**config.mk**
```make
export PLATFORM = sky130hd
export DESIGN_NAME = half_adder
export DESIGN_NICKNAME = d
export VERILOG_FILES = /design/src/rtl/half_adder.sv
export SDC_FILE = /design/constraint.sdc
export NUM_CORES = 1
export LEC_CHECK = 0
export BUFFER_PORTS_ARGS = -buffer_cell sky130_fd_sc_hd__clkbuf_2
export CAP_MARGIN = 20
export CELL_PAD_IN_SITES_DETAIL_PLACEMENT = 2
export CELL_PAD_IN_SITES_GLOBAL_PLACEMENT = 2
export CORE_ASPECT_RATIO = 1.5
export CORE_UTILIZATION = 31
export DETAILED_ROUTE_END_ITERATION = 6
export HOLD_SLACK_MARGIN = 0.1
export PLACE_DENSITY = 0.81
export SLEW_MARGIN = 20
export SYNTH_ARGS = -nofsm -noshare
export SYNTH_HDL_FRONTEND = slang
export SYNTH_SLANG_ARGS = --single-unit
```
**constraint.sdc**
```tcl
create_clock -name clk -period 2.3 [get_ports clk]
set_clock_uncertainty 0.05 [all_clocks]
set_input_delay 0.46 -clock clk [delete_from_list [all_inputs] [get_ports clk]]
set_output_delay 0.46 -clock clk [all_outputs]
set_load 0.02 [all_outputs]
```
**src/rtl/half_adder.sv**
```systemverilog
// half_adder: per-lane half adder with a registered copy and a saturating carry-event counter
module half_adder #(
    parameter int WIDTH = 1,
    parameter int CNT_W = 16
) (
    input  logic             clk,
    input  logic             rst_n,
    input  logic [WIDTH-1:0] a,
    input  logic [WIDTH-1:0] b,
    input  logic             clr_cnt,
    output logic [WIDTH-1:0] sum,
    output logic [WIDTH-1:0] cout,
    output logic [WIDTH-1:0] sum_q,
    output logic [WIDTH-1:0] cout_q,
    output logic [CNT_W-1:0] carry_cnt,
    output logic             cnt_sat
);
    assign sum     = a ^ b;
    assign cout    = a & b;
    assign cnt_sat = &carry_cnt;
    always_ff @(posedge clk or negedge rst_n) begin
        if (!rst_n) begin
            sum_q     <= '0;
            cout_q    <= '0;
            carry_cnt <= '0;
        end else begin
            sum_q     <= sum;
            cout_q    <= cout;
            carry_cnt <= clr_cnt ? '0 : (|cout && !cnt_sat) ? carry_cnt + 1'b1 : carry_cnt;
        end
    end
endmodule

```
==> results by group, run 1 <==
Synth
  • Post-synth net total: 104
  • Top cell type's share of synthesized area: 45.7%
  • Main synth FF type: dfrtp_1
  • Synth cell types: 33
  • Post-Synth Simple-Gate Area: 27.9%
  • Area leader, netlist: dfrtp_1
  • Post-Synth Adder-Cell Area: 2.54%
  • Largest cells by area after synthesis: dfrtp_1, nand4_1, nor2_1
  • Post-synth ARST share: 100%
  • Main combinational cell family by area after synthesis: simple AND/OR/NAND/NOR gates
  • Syn Std Cell Area: 986 sq um
  • Synth warn: 0
  • Mux contribution to synthesized area: 5.96%
  • Number of flops mapped to enable cells by yosys: 0
  • Post-synthesis sequential area ratio: 45.7%
  • Post-Syn Instances: 97
  • Avg Cell Area, Syn: 10.2 sq um
  • Compound-Gate Fraction of Synth Area: 13.5%
  • Synth Register Bits: 18
  • XOR/XNOR Fraction of Synth Area: 1.78%

Setup path
  • Reg2reg start: carry_cnt[7]$_DFFE_PN0P_
  • Worst path slowest cell: dfrtp_1
  • Critical Path Sink Type: output pin
  • Critical Path Max Stage Delay: 0.42 ns
  • Critical path class: flop to output pin
  • Critical Path AT: 1.69 ns
  • Startpoint types: flop
  • Worst path buffer plus inverter count: 1
  • Top delay family on crit path: simple AND/OR/NAND/NOR gates
  • R2R cell count: 5
  • Worst path depth: 4
  • Worst Setup SP: carry_cnt[1]$_DFFE_PN0P_
  • Required @ worst endpoint: 1.79 ns
  • CP cell instances: ha_2, nand3_4, nor4_4, buf_4
  • Crit path max fanout: 5

Routing
  • Vias per inst: 5.50
  • Drt drc: 0
  • Drt wl/cell: 18.5 microns
  • Pre-Repair DR Iteration Count: 4
  • Vias: 930
  • Drt initial violations: 17
  • Final wirelength: 3120 microns
  • ANT nets after route: 0

STA
  • Crit share post-route: 95.7%
  • Final Max Tran Viols: 0
  • RSZ-0062 raised after global routing: false
  • Setup Viol. Count Final: 0
  • Setup slack after layout: 0.0978 ns
  • Worst rel slew slack: 66.8%
  • Tightest Pin Transition: 0.496 ns
  • Final hold vios: 0
  • Max Freq: 454 MHz
  • Final min period: 2.20 ns
  • Fin Setup TNS: 0 ns

Pwr
  • Total power: 0.644 mW
  • Leak: 0.601 nW
  • Pwr Density: 505 nW/um^2
  • VDD IR max: 0.275 mV

CTS
  • Hold_buf cts: 0
  • Clock transition at the registers of the reported paths: 0.07 ns
  • Clock sinks: 18
  • CTS tree: done
  • Clk buf depth: 2
  • H-Tree Depth: 1
  • Num CTS Buffers: 3
  • Clk Tree Root Cell: clkbuf_8
  • Clk_lat worst skew: 0.26 ns

Finish
  • Design Area, Final: 1270 sq um
  • Share of cells above drive strength 1: 33.8%
  • Antenna Cells: 0
  • Final #Nets: 138
  • Area growth syn-to-layout: 29.3%

Die
  • Die area: 3410 sq um
  • Rows: 24
  • Die X-Extent: 48.0 microns
  • Die span in y: 71.1 microns
  • Core area: 2970 sq um
  • Ports: 26
  • Starting density of the core: 33.2%

Run
  • Max Cap Viol: 0

Global route
  • Initial antenna violation count: 0
  • Largest net degree at the start of global routing: 21
  • Number of global-route vias before repair: 1010
  • Global-route wire length before repair: 4900 microns
  • GR Util All Layers: 20.3%
  • Total grt overflow: 0

Placement
  • Dpl cell area: 1180 sq um
  • Gpl congestion: 0.762
  • DP HPWL: 2190 microns
  • Port bufs: 25
  • Place WS: 0.185 ns

Run status
  • Status: finished clean

Hold path
  • Worst hold path type: input port to async pin
cell type report:
type                            instances  area [sq um]
Timing Repair Buffer                   32           180
Sequential cell                        18           450
Clock buffer                            4          55.1
Tap cell                               39          48.8
Multi-Input combinational cell         74           533
Fill cell                             324          1700
Inverter                                2          7.51
cell families (layout without fill, tap and decap cells):
group           after synthesis  count (layout)
compound gates               17              17
simple gates                 48              48
mux                           5               5
buf+inv                       5              38
fa+ha+maj                     2               2
xor+xnor                      2               2
flops                        18              18
sequential cells by signal, summed over array words and instances, names as in the netlist:
name       count
sum_q          1
cout_q         1
carry_cnt     16
cell usage after synthesis, drive strengths merged (2+ instances only):
library cell,number
nor2b,4
ha,2
and4,2
nand2,5
nand4,8
nor4,2
nor3,3
dfrtp,18
clkbuf,2
a21oi,7
and3,3
or4,3
nor2,11
nand3,4
o31ai,3
mux2,4
or3,2
o21ai,2
inv,2
metrics by stage:
stage	util [%]	hold WS [ns]	std cells
CTS	42.0	0.109	167
global route	42.9	0.119	169
floorplan	-	0.114	97
detailed placement	39.6	0.384	163
finish	42.9	0.0869	169
global placement	39.6	0.381	163
metal layers:
layer,part of all wire [%],track usage [%],up-vias
met2,55,35.7,16
met1,42,23.5,477
li1,-,-,432
met3,1.7,2.30,5
met4,1.7,7.41,0
met5,0,0,-
report_power, final:
group          switching, mW  leakage (nW)  internal [mW]
Combinational         0.0372         0.324         0.0181
Sequential           0.00302         0.247          0.321
Clock                  0.112        0.0288          0.152
worst paths after layout:
path                                             end  slack, ns
min                         carry_cnt[8]$_DFFE_PN0P_       0.09
min reg2reg                 carry_cnt[6]$_DFFE_PN0P_       0.57
max                                          cnt_sat        0.1
max in group asynchronous   carry_cnt[3]$_DFFE_PN0P_       1.79
min in group clk                     sum_q$_DFF_PN0_       0.39
max reg2reg                carry_cnt[13]$_DFFE_PN0P_       0.26
placed cells by master (no fill, tap or decap), types with 2 or more instances in the layout:
cell       n
clkbuf_2  24
dfrtp_1   18
nor2_1    10
buf_4      8
nand4_1    7
a21oi_1    7
nand2_1    5
nor2b_1    4
clkbuf_8   4
and3_1     3
mux2_1     3
o31ai_1    3
or4_1      3
nand3_1    3
nor3_1     3
and4_1     2
o21ai_1    2
or3_1      2
inv_1      2
what timing repair did:
item | in CTS | in global routing
resized for setup | 2 | 4
cloned | 0 | 0
setup endpoints to repair | 1 | 1
setup buffers | 0 | 2
pin swaps | 0 | 2
Note: power is estimated with default switching activity, not from simulation.
==> run 2, diff against run 1 <==
Settings changed: CORE_UTILIZATION 31 to 33, PLACE_DENSITY 0.81 to 0.85.
Clock period 2.3 ns to 2.8 ns, I/O delays scaled along.
==> results by group, run 2 (same netlist as run 1, synthesis figures left out) <==
Run status
  • Status: finished clean

STA
  • Final hold vios: 0
  • Fin Setup TNS: 0 ns
  • Setup Viol. Count Final: 0
  • Worst rel slew slack: 67.7%
  • Tightest Pin Transition: 0.485 ns
  • Worst hold margin: 0.202 ns
  • Final Max Tran Viols: 0
  • Max Freq: 413 MHz
  • Final min period: 2.42 ns
  • Crit share post-route: 86.6%
  • RSZ-0062 raised after global routing: false

Routing
  • Vias: 927
  • Drt drc: 0
  • ANT nets after route: 0
  • Pre-Repair DR Iteration Count: 4
  • Drt initial violations: 14
  • Drt wl/cell: 19.2 microns
  • Final wirelength: 3070 microns
  • Vias per inst: 5.79

Run
  • Max Cap Viol: 0

Die
  • Ports: 26
  • Core area: 2760 sq um
  • Die X-Extent: 46.6 microns
  • Die span in y: 68.9 microns
  • Die area: 3210 sq um
  • Rows: 23
  • Starting density of the core: 35.7%

Setup path
  • Critical path class: flop to output pin
  • Critical Path AT: 1.81 ns
  • Required @ worst endpoint: 2.19 ns
  • Startpoint types: flop
  • Crit path max fanout: 5
  • Critical Path Sink Type: output pin

Placement
  • Gpl congestion: 0.797
  • Dpl cell area: 1150 sq um
  • DP HPWL: 2200 microns
  • Port bufs: 25

Global route
  • Global-route wire length before repair: 4930 microns
  • Largest net degree at the start of global routing: 21
  • GR Util All Layers: 22.1%
  • Initial antenna violation count: 0
  • Total grt overflow: 0
  • Number of global-route vias before repair: 1020

CTS
  • Num CTS Buffers: 3
  • Post-CTS Setup Inserts: 0
  • Clk Tree Root Cell: clkbuf_8
  • CTS resizes: 0
  • Clock transition at the registers of the reported paths: 0.07 ns
  • Clk_lat worst skew: 0.25 ns
  • CTS tree: done
  • Clk buf depth: 2
  • H-Tree Depth: 1
  • Clock sinks: 18
  • Hold_buf cts: 0

Pwr
  • Leak: 0.546 nW
  • Pwr Density: 414 nW/um^2
  • VDD IR max: 0.238 mV

Finish
  • Max FFs per register: 16
  • Final Util: 43.0%
  • Highest-count cells in the layout ignoring fill and taps: clkbuf_2, dfrtp_1, nor2_1
  • Area growth syn-to-layout: 20.4%
  • Design Area, Final: 1190 sq um
  • Reg with most FFs: carry_cnt
  • Antenna Cells: 0
  • Share of cells above drive strength 1: 28.5%
  • Final #Nets: 132
  • Leading registers by flop count: carry_cnt: 16 flops, cout_q: 1 flops, sum_q: 1 flops
  • Most common cell after layout, fill and taps aside: clkbuf_2

Hold path
  • Worst hold path type: input port to async pin
==> run 2: cell count changes in the layout (fill, tap and decap cells not counted), sizes merged <==
cell | before | now
buf | 8 | 1
==> run 2: where the power goes <==
part / total, mW / switching, mW / internal (mW)
registers: 0.267 / 0.00314 / 0.264
clock network: 0.183 / 0.0871 / 0.0957
logic: 0.0422 / 0.0297 / 0.0125
==> run 2: per-stage QoR <==
stage,setup slack [ns],total power [mW],instances
2_1_floorplan,0.669,0.297,97
3_3_place_gp,0.624,0.313,157
3_5_place_dp,0.539,0.315,157
4_1_cts,0.380,0.494,160
5_1_grt,0.219,0.511,160
6_report,0.376,0.492,160
==> run 2: cell type report <==
class                   count  area, sq um
multi-input cells          74          509
clock buffers               3         41.3
well taps                  37         46.3
repair buffers             26          133
flip-flops and latches     18          450
inverters                   2         7.51
fillers                   330         1580
==> run 2: worst paths after layout <==
kind	start	endpoint	slack [ns]	cells after the start
max	carry_cnt[0]$_DFFE_PN0P_	cnt_sat	0.38	4
max reg2reg	carry_cnt[0]$_DFFE_PN0P_	carry_cnt[9]$_DFFE_PN0P_	0.77	6
max in group asynchronous	rst_n	carry_cnt[2]$_DFFE_PN0P_	2.17	1
min reg2reg	carry_cnt[1]$_DFFE_PN0P_	carry_cnt[1]$_DFFE_PN0P_	0.57	2
min	rst_n	carry_cnt[13]$_DFFE_PN0P_	0.20	1
min in group clk	b	sum_q$_DFF_PN0_	0.50	2
==> run 2: critical path, cell delays in order, from the launching register on <==
cell	delay (ns)
dfrtp_1	0.41
ha_1	0.24
nand3_1	0.25
nor4_2	0.41
clkbuf_2	0.25
==> run 2: metal layers <==
| metal | share of wire, % | up-vias | global-route usage, % | wire length [microns] |
|---|---|---|---|---|
| li1 | - | 421 | - | - |
| met1 | 37 | 474 | 22.5 | 1130 |
| met2 | 57 | 23 | 41.0 | 1760 |
| met3 | 2.2 | 9 | 2.60 | 67 |
| met4 | 3.7 | 0 | 13.2 | 114 |
| met5 | 0 | - | 0 | 0 |
